## src/rtl/hazard_ctrl.sv

```systemverilog
// hazard_ctrl: stall/bubble/flush sequencing for the 5-stage pipeline.
// Resolves load-use hazards, taken-branch flushes and multi-cycle data-memory
// accesses (with a timeout that sets a sticky error flag).
// Optional feature macro: HAZARD_STATS_EN adds saturating stall/flush counters.
module hazard_ctrl #(
    parameter int unsigned MEM_TIMEOUT = 64,
    parameter int unsigned CNT_W       = 16
) (
    input  logic             clk_i,
    input  logic             rst_i,
    input  logic             ID_EX_MemRead_i,
    input  logic [4:0]       ID_EX_RTaddr_i,
    input  logic [4:0]       IF_ID_RSaddr_i,
    input  logic [4:0]       IF_ID_RTaddr_i,
    input  logic             Branch_taken_i,
    input  logic             mem_req_i,
    input  logic             mem_ack_i,
    output logic             PCWrite_o,
    output logic             IF_ID_Write_o,
    output logic             IF_ID_Flush_o,
    output logic             ID_EX_Bubble_o,
    output logic             Pipe_Hold_o,
`ifdef HAZARD_STATS_EN
    output logic [CNT_W-1:0] stall_cnt_o,
    output logic [CNT_W-1:0] flush_cnt_o,
`endif
    output logic             mem_err_o
);

    localparam logic [7:0] TIMEOUT = 8'(MEM_TIMEOUT);

    typedef enum logic {
        RUN      = 1'b0,
        MEM_WAIT = 1'b1
    } state_t;

    state_t     state_q, state_d;
    logic [7:0] wcnt_q, wcnt_d;
    logic       err_d;
    logic       lu;
    logic       ms;

    // Load-use: the load in EX writes a register the instruction in ID reads.
    assign lu = ID_EX_MemRead_i && (ID_EX_RTaddr_i != 5'd0) &&
                ((ID_EX_RTaddr_i == IF_ID_RSaddr_i) || (ID_EX_RTaddr_i == IF_ID_RTaddr_i));

    // Next-state logic and prioritised hazard outputs (Mealy in RUN).
    always_comb begin
        // NOTE: every signal written here gets a default first, so no path leaves it unassigned and no latch is inferred.
        state_d        = state_q;
        wcnt_d         = wcnt_q;
        err_d          = mem_err_o;
        ms             = 1'b0;
        PCWrite_o      = 1'b1;
        IF_ID_Write_o  = 1'b1;
        IF_ID_Flush_o  = 1'b0;
        ID_EX_Bubble_o = 1'b0;
        Pipe_Hold_o    = 1'b0;

        case (state_q)
            RUN: begin
                ms = mem_req_i && !mem_ack_i;
                if (ms) begin
                    state_d = MEM_WAIT;
                    wcnt_d  = 8'd1;
                end
            end
            MEM_WAIT: begin
                // mem_req_i is deliberately ignored while an access is outstanding.
                ms = !mem_ack_i && (wcnt_q < TIMEOUT);
                if (mem_ack_i) begin
                    state_d = RUN;
                    wcnt_d  = 8'd0;
                end else if (wcnt_q == TIMEOUT) begin
                    state_d = RUN;
                    wcnt_d  = 8'd0;
                    err_d   = 1'b1;
                end else begin
                    wcnt_d  = wcnt_q + 8'd1;
                end
            end
            default: begin
                state_d = RUN;
                wcnt_d  = 8'd0;
            end
        endcase

        if (rst_i) begin
            PCWrite_o      = 1'b0;
            IF_ID_Write_o  = 1'b0;
            IF_ID_Flush_o  = 1'b1;
            ID_EX_Bubble_o = 1'b1;
            Pipe_Hold_o    = 1'b0;
        end else if (ms) begin
            PCWrite_o      = 1'b0;
            IF_ID_Write_o  = 1'b0;
            Pipe_Hold_o    = 1'b1;
        end else if (lu) begin
            // A coincident taken branch stays in ID and is re-evaluated next cycle.
            PCWrite_o      = 1'b0;
            IF_ID_Write_o  = 1'b0;
            ID_EX_Bubble_o = 1'b1;
        end else if (Branch_taken_i) begin
            IF_ID_Flush_o  = 1'b1;
        end
    end

    // State, wait counter and sticky error register; reset abandons any access.
    always_ff @(posedge clk_i) begin
        // NOTE: sequential state uses non-blocking assignments so every register samples pre-edge values.
        if (rst_i) begin
            state_q   <= RUN;
            wcnt_q    <= 8'd0;
            mem_err_o <= 1'b0;
        end else begin
            state_q   <= state_d;
            wcnt_q    <= wcnt_d;
            mem_err_o <= err_d;
        end
    end

`ifdef HAZARD_STATS_EN
    // Saturating statistics: stall cycles and flush cycles outside reset.
    always_ff @(posedge clk_i) begin
        if (rst_i) begin
            stall_cnt_o <= '0;
            flush_cnt_o <= '0;
        end else begin
            if (!PCWrite_o && (stall_cnt_o != '1))
                stall_cnt_o <= stall_cnt_o + 1'b1;
            if (IF_ID_Flush_o && (flush_cnt_o != '1))
                flush_cnt_o <= flush_cnt_o + 1'b1;
        end
    end
`endif

endmodule
```

## config.mk

```make
export PLATFORM = sky130hd
export DESIGN_NAME = hazard_ctrl
export DESIGN_NICKNAME = d
export VERILOG_FILES = /design/src/rtl/hazard_ctrl.sv
export SDC_FILE = /design/constraint.sdc
export NUM_CORES = 1
export LEC_CHECK = 0
export ABC_AREA = 1
export BUFFER_PORTS_ARGS = -buffer_cell sky130_fd_sc_hd__buf_4
export CAP_MARGIN = 20
export CORE_MARGIN = 3
export CORE_UTILIZATION = 25
export DETAILED_ROUTE_END_ITERATION = 10
export PLACE_DENSITY = 0.58
export SLEW_MARGIN = 5
export SYNTH_ARGS = -nofsm -noshare
export SYNTH_HDL_FRONTEND = slang
export SYNTH_SLANG_ARGS = --single-unit
```

## constraint.sdc

```tcl
create_clock -name clk_i -period 1.28 [get_ports clk_i]
set_clock_uncertainty 0.15 [all_clocks]
set_input_delay 0.064 -clock clk_i [delete_from_list [all_inputs] [get_ports clk_i]]
set_output_delay 0.064 -clock clk_i [all_outputs]
set_load 0.03 [all_outputs]
```

Word-level counts from Yosys, hierarchy flattened
Index checks and enable logic that the tools add are counted.

Bits in registers: 10. Input bits: 21. Output and inout bits: 6. Logic and storage cells: 40.

Add/sub/neg operators: 1. Magnitude comparators: 1. Eq/ne operators: 4. Muxes and demuxes: 21. Bitwise gates (word level): 2. Reductions and logical operators: 8.

Operators by type and width (count): two-way mux 8 bit (3); one-hot mux 8 bit (2 select lines) (1); two-way mux 1 bit (15); == test 5 bit (2); adder 8 x 1 -> 8 bit, second input constant (1); == test 8 x 7 -> 1 bit, second input constant (1); less-than comparator 8 x 7 -> 1 bit, second input constant (1); nonzero test 5 bit (1); logical AND 1 bit (4); one-hot mux 1 bit (2 select lines) (2); AND reduction 3 bit (1); != test 2 bit, second input constant (1); inverter 1 bit (2); zero test 1 bit (1); logical OR 1 bit (1).

Logic depth before layout (Yosys ltp)
Word-level depth: 6. Depth in mapped cells: 10.

Worst setup path before layout
OpenSTA, ideal clock, no wires.

Kind: register -> output. Start point: register wcnt_q[7]. End point: output PCWrite_o. Data arrival time: 1.396 ns. Setup slack: -0.330 ns. Cell stages (with the launch flop): 6. Buffers on the path: 1. Cells stage by stage: dfxtp_1 > inv_1 > a31oi_2 > nand2_1 > nor2_1 > buf_4.

Word-level cells in the longest chain between the ends: 5.

Ends and longest elaborated chain: start: declaration (line 38) `logic [7:0] wcnt_q, wcnt_d;`; start signal: assignment (line 117) `wcnt_q <= wcnt_d;`; less-than comparator 8 x 7 -> 1 bit (line 70) `ms = !mem_ack_i && (wcnt_q < TIMEOUT);`; logical AND 1 bit (line 70); one-hot mux 1 bit (2 select lines) (line 60) `case (state_q)`; two-way mux 1 bit (2 in series); end: declaration (line 18) `output logic PCWrite_o,`.

No other way between the ends.

Worst setup path in the final report
Start point: register state_q. End point: output IF_ID_Flush_o.

Word-level cells in the longest chain between the ends: 4.

Ends and longest elaborated chain: start: declaration (line 37) `state_t state_q, state_d;`; start signal: assignment (line 116) `state_q <= state_d;`; inverter 1 bit; one-hot mux 1 bit (2 select lines) * (line 60); two-way mux 1 bit * (line 94) `end else if (ms) begin`; two-way mux 1 bit * (line 88) `if (rst_i) begin`; end: declaration (line 20) `output logic IF_ID_Flush_o,`.

Every way passes the cells marked *; elsewhere a longest branch is shown, timed or not.

==> results.json <==
{
  "netlist_area_um2": 811,
  "gp_congestion": 0.790,
  "synthDistinctLibCells": 23,
  "setup_viol": 13,
  "synth_warnings": 0,
  "io_buffers": 26,
  "final.setup.tns_ns": -2.32,
  "fin_crit_ns": 1.58,
  "drv_cap": 0,
  "ir_worst_vdd_uv": 204,
  "die_width_um": 63.0,
  "route.detailed.drc": 0,
  "vias_per_cell": 4.20,
  "grt_pass1_wl_um": 3630,
  "antenna_found_initial": 0,
  "place_hpwl_um": 1640,
  "worst_pin_slew_ns": 0.334,
  "initial_core_util_pct": 26.3,
  "clkTransAtPathRegs_ns": 0.07,
  "cts_buffers": 3,
  "worstSkewPairLatency_ns": 0.26,
  "hold_path_class": "input pin to flip-flop",
  "core_um2": 3080,
  "fin_crit_sh_pct": 123,
  "layout-drive-gt1-share_pct": 44.3,
  "die_h_um": 63.0,
  "fillers": 340,
  "num_vias": 954,
  "h-tree-depth": 1,
  "synth_seq_area_share_pct": 24.7,
  "synth_nets": 163,
  "critPathArrivalTime_ns": 1.36,
  "synth.avg_cell_area_um2": 5.79,
  "violations": "setup timing",
  "overflow": 0,
  "dieArea_um2": 3960,
  "slew_violations": 0,
  "finalHoldViolCount": 0,
  "rsz0062_at_grt": "true",
  "cts_tree": "built",
  "clock-sinks": 10,
  "pre_cts_slack_ns": -0.0946,
  "track_usage_pct": 11.0,
  "syn_inst": 140,
  "power_leakage_nw": 0.666,
  "dr.pass1.iters": 4,
  "hold-worst-slack_ns": 0.0430,
  "antennaDiodeCount": 0,
  "slew_headroom_pct": 77.6,
  "outcome": "finished with violations",
  "path_max_fanout": 4,
  "ios": 27,
  "cts_buffer_depth": 2,
  "startpoint_type": "flip-flop",
  "grt_pass1_vias": 848,
  "fin_nets": 208,
  "max_clock_freq_mhz": 634,
  "layout_setup_ws_ns": -0.297,
  "wl_um": 2140,
  "rows": 20,
  "criticalPathCategory": "flip-flop to output port",
  "critical_path_required_ns": 1.07,
  "drtIter0Drc": 31,
  "ys_seq_elements": 10,
  "cts_root_buf": "clkbuf_4",
  "grt_max_degree": 7,
  "crit_path_end_kind": "output port",
  "wl_per_cell_um": 9.41,
  "antenna_left": 0,
  "synthToLayoutAreaGrowth_pct": 64.0,
  "p_per_area_nw_per_um2": 627
}
## worst paths after layout
check / from / end / slack, ns / depth (start not counted)
max: state_q$_SDFF_PP0_ / IF_ID_Flush_o / -0.30 / 7
min: rst_i / wcnt_q[3]$_SDFFE_PP0P_ / 0.04 / 4
max reg2reg: state_q$_SDFF_PP0_ / wcnt_q[7]$_SDFFE_PP0P_ / -0.19 / 8
min reg2reg: mem_err_o$_SDFFE_PP0P_ / mem_err_o$_SDFFE_PP0P_ / 0.30 / 2
## cell usage in the layout, fill, tap and decap left out
| cell | Yosys | final |
|---|---|---|
| inv_1 | 25 | 22 |
| nand3_4 | 0 | 1 |
| o21ai_0 | 4 | 4 |
| buf_4 | 1 | 34 |
| xnor2_1 | 2 | 2 |
| a31oi_4 | 0 | 1 |
| a21oi_1 | 9 | 6 |
| ha_1 | 2 | 1 |
| o21ai_2 | 1 | 1 |
| buf_6 | 0 | 7 |
| nor3_4 | 1 | 1 |
| dlygate4sd3_1 | 0 | 1 |
| inv_2 | 4 | 5 |
| clkbuf_4 | 0 | 3 |
| nand3_1 | 9 | 5 |
| nor2_2 | 1 | 3 |
| dfxtp_1 | 10 | 5 |
| nor2_1 | 16 | 12 |
| nor3_2 | 1 | 1 |
| dfxtp_4 | 0 | 2 |
| nand2_2 | 1 | 5 |
| xor2_1 | 1 | 1 |
| nand2_1 | 45 | 41 |
| dfxtp_2 | 0 | 3 |
| a21oi_2 | 0 | 3 |
| nor2_4 | 2 | 4 |
| inv_4 | 0 | 2 |
| ha_4 | 0 | 1 |
| and2_4 | 0 | 1 |
| nand4_1 | 1 | 1 |
| nor3_1 | 1 | 1 |
| nand3_2 | 0 | 3 |
## synthesized netlist by cell type
library cell  instances  area (um^2)
o21ai_0               4         20.0
a21oi_1               9         45.0
inv_1                25         93.8
nor2_1               16         60.1
xnor2_1               2         17.5
xor2_1                1         8.76
nor2_2                1         6.26
inv_2                 4         15.0
nand4_1               1         6.26
buf_4                 1         7.51
nor3_4                1         16.3
nor3_2                1         10.0
clkbuf_1              1         3.75
nor2_4                2         22.5
nor3_1                1         5.00
o21ai_2               1         8.76
nand2_2               1         6.26
nand3_1               9         45.0
nand2_1              45          169
a31oi_2               1         12.5
and2_1                1         6.26
dfxtp_1              10          200
ha_1                  2         25.0
## per-layer routing
metal	vias up	wire length, um	global-route usage [%]	part of all wire [%]
met3	2	42	0.899	2.0
met5	-	0	0	0
li1	515	-	-	-
met1	427	1020	14.8	48
met2	10	1060	17.8	50
met4	0	14	4.96	0.66
## kinds of logic (layout without fill, tap and decap cells)
group / count (synthesis) / count (layout) / share of synthesized area (%)
AO/OA/AOI/OAI: 15 / 15 / 10.6
AND/OR/NAND/NOR: 79 / 79 / 43.5
flip-flops: 10 / 10 / 24.7
adder cells (fa/ha/maj): 2 / 2 / 3.09
buffers and inverters: 31 / 74 / 14.8
XOR/XNOR: 3 / 3 / 3.24
## what timing repair did
action / CTS / global route
pin swaps: 10 / 9
buffers inserted: 4 / 3
hold buffers: 1 / 0
gates resized for setup: 18 / 18
setup endpoints to repair: 14 / 14
endpoints found under the hold margin: 6 / 0
## area by class of cell
type,instances,area [um^2],share of cell area [%]
repair buffers,42,344,25.9
inverters,29,114,8.56
well taps,44,55.1,4.14
clock buffers,3,22.5,1.69
flip-flops and latches,10,211,15.9
multi-input cells,99,583,43.8
## per-stage QoR
step	area [um^2]	power [mW]	utilization, %	instances
3_5_place_dp	1140	0.568	36.9	217
6_report	1330	0.834	43.2	227
3_3_place_gp	1140	0.568	36.9	217
2_1_floorplan	833	0.463	-	140
4_1_cts	1250	0.825	40.6	224
5_1_grt	1330	0.890	43.2	227
## report_power, final
| part | leakage [nW] | internal [mW] | switching [mW] |
|---|---|---|---|
| clock network | 0.0138 | 0.109 | 0.115 |
| registers | 0.0838 | 0.314 | 0.00590 |
| logic | 0.568 | 0.146 | 0.145 |
## flip-flops by register name, indices dropped and copies added, names as in the netlist
| name | count |
|---|---|
| wcnt_q | 8 |
| state_q | 1 |
| mem_err_o | 1 |
## critical path, stage by stage, from the launching register on
cell	delay [ns]
dfxtp_2	0.34
inv_2	0.08
nor2_4	0.04
a31oi_4	0.23
and2_4	0.18
nand2_2	0.05
nand2_2	0.06
buf_6	0.13
Power figures use the tool's default switching activity.
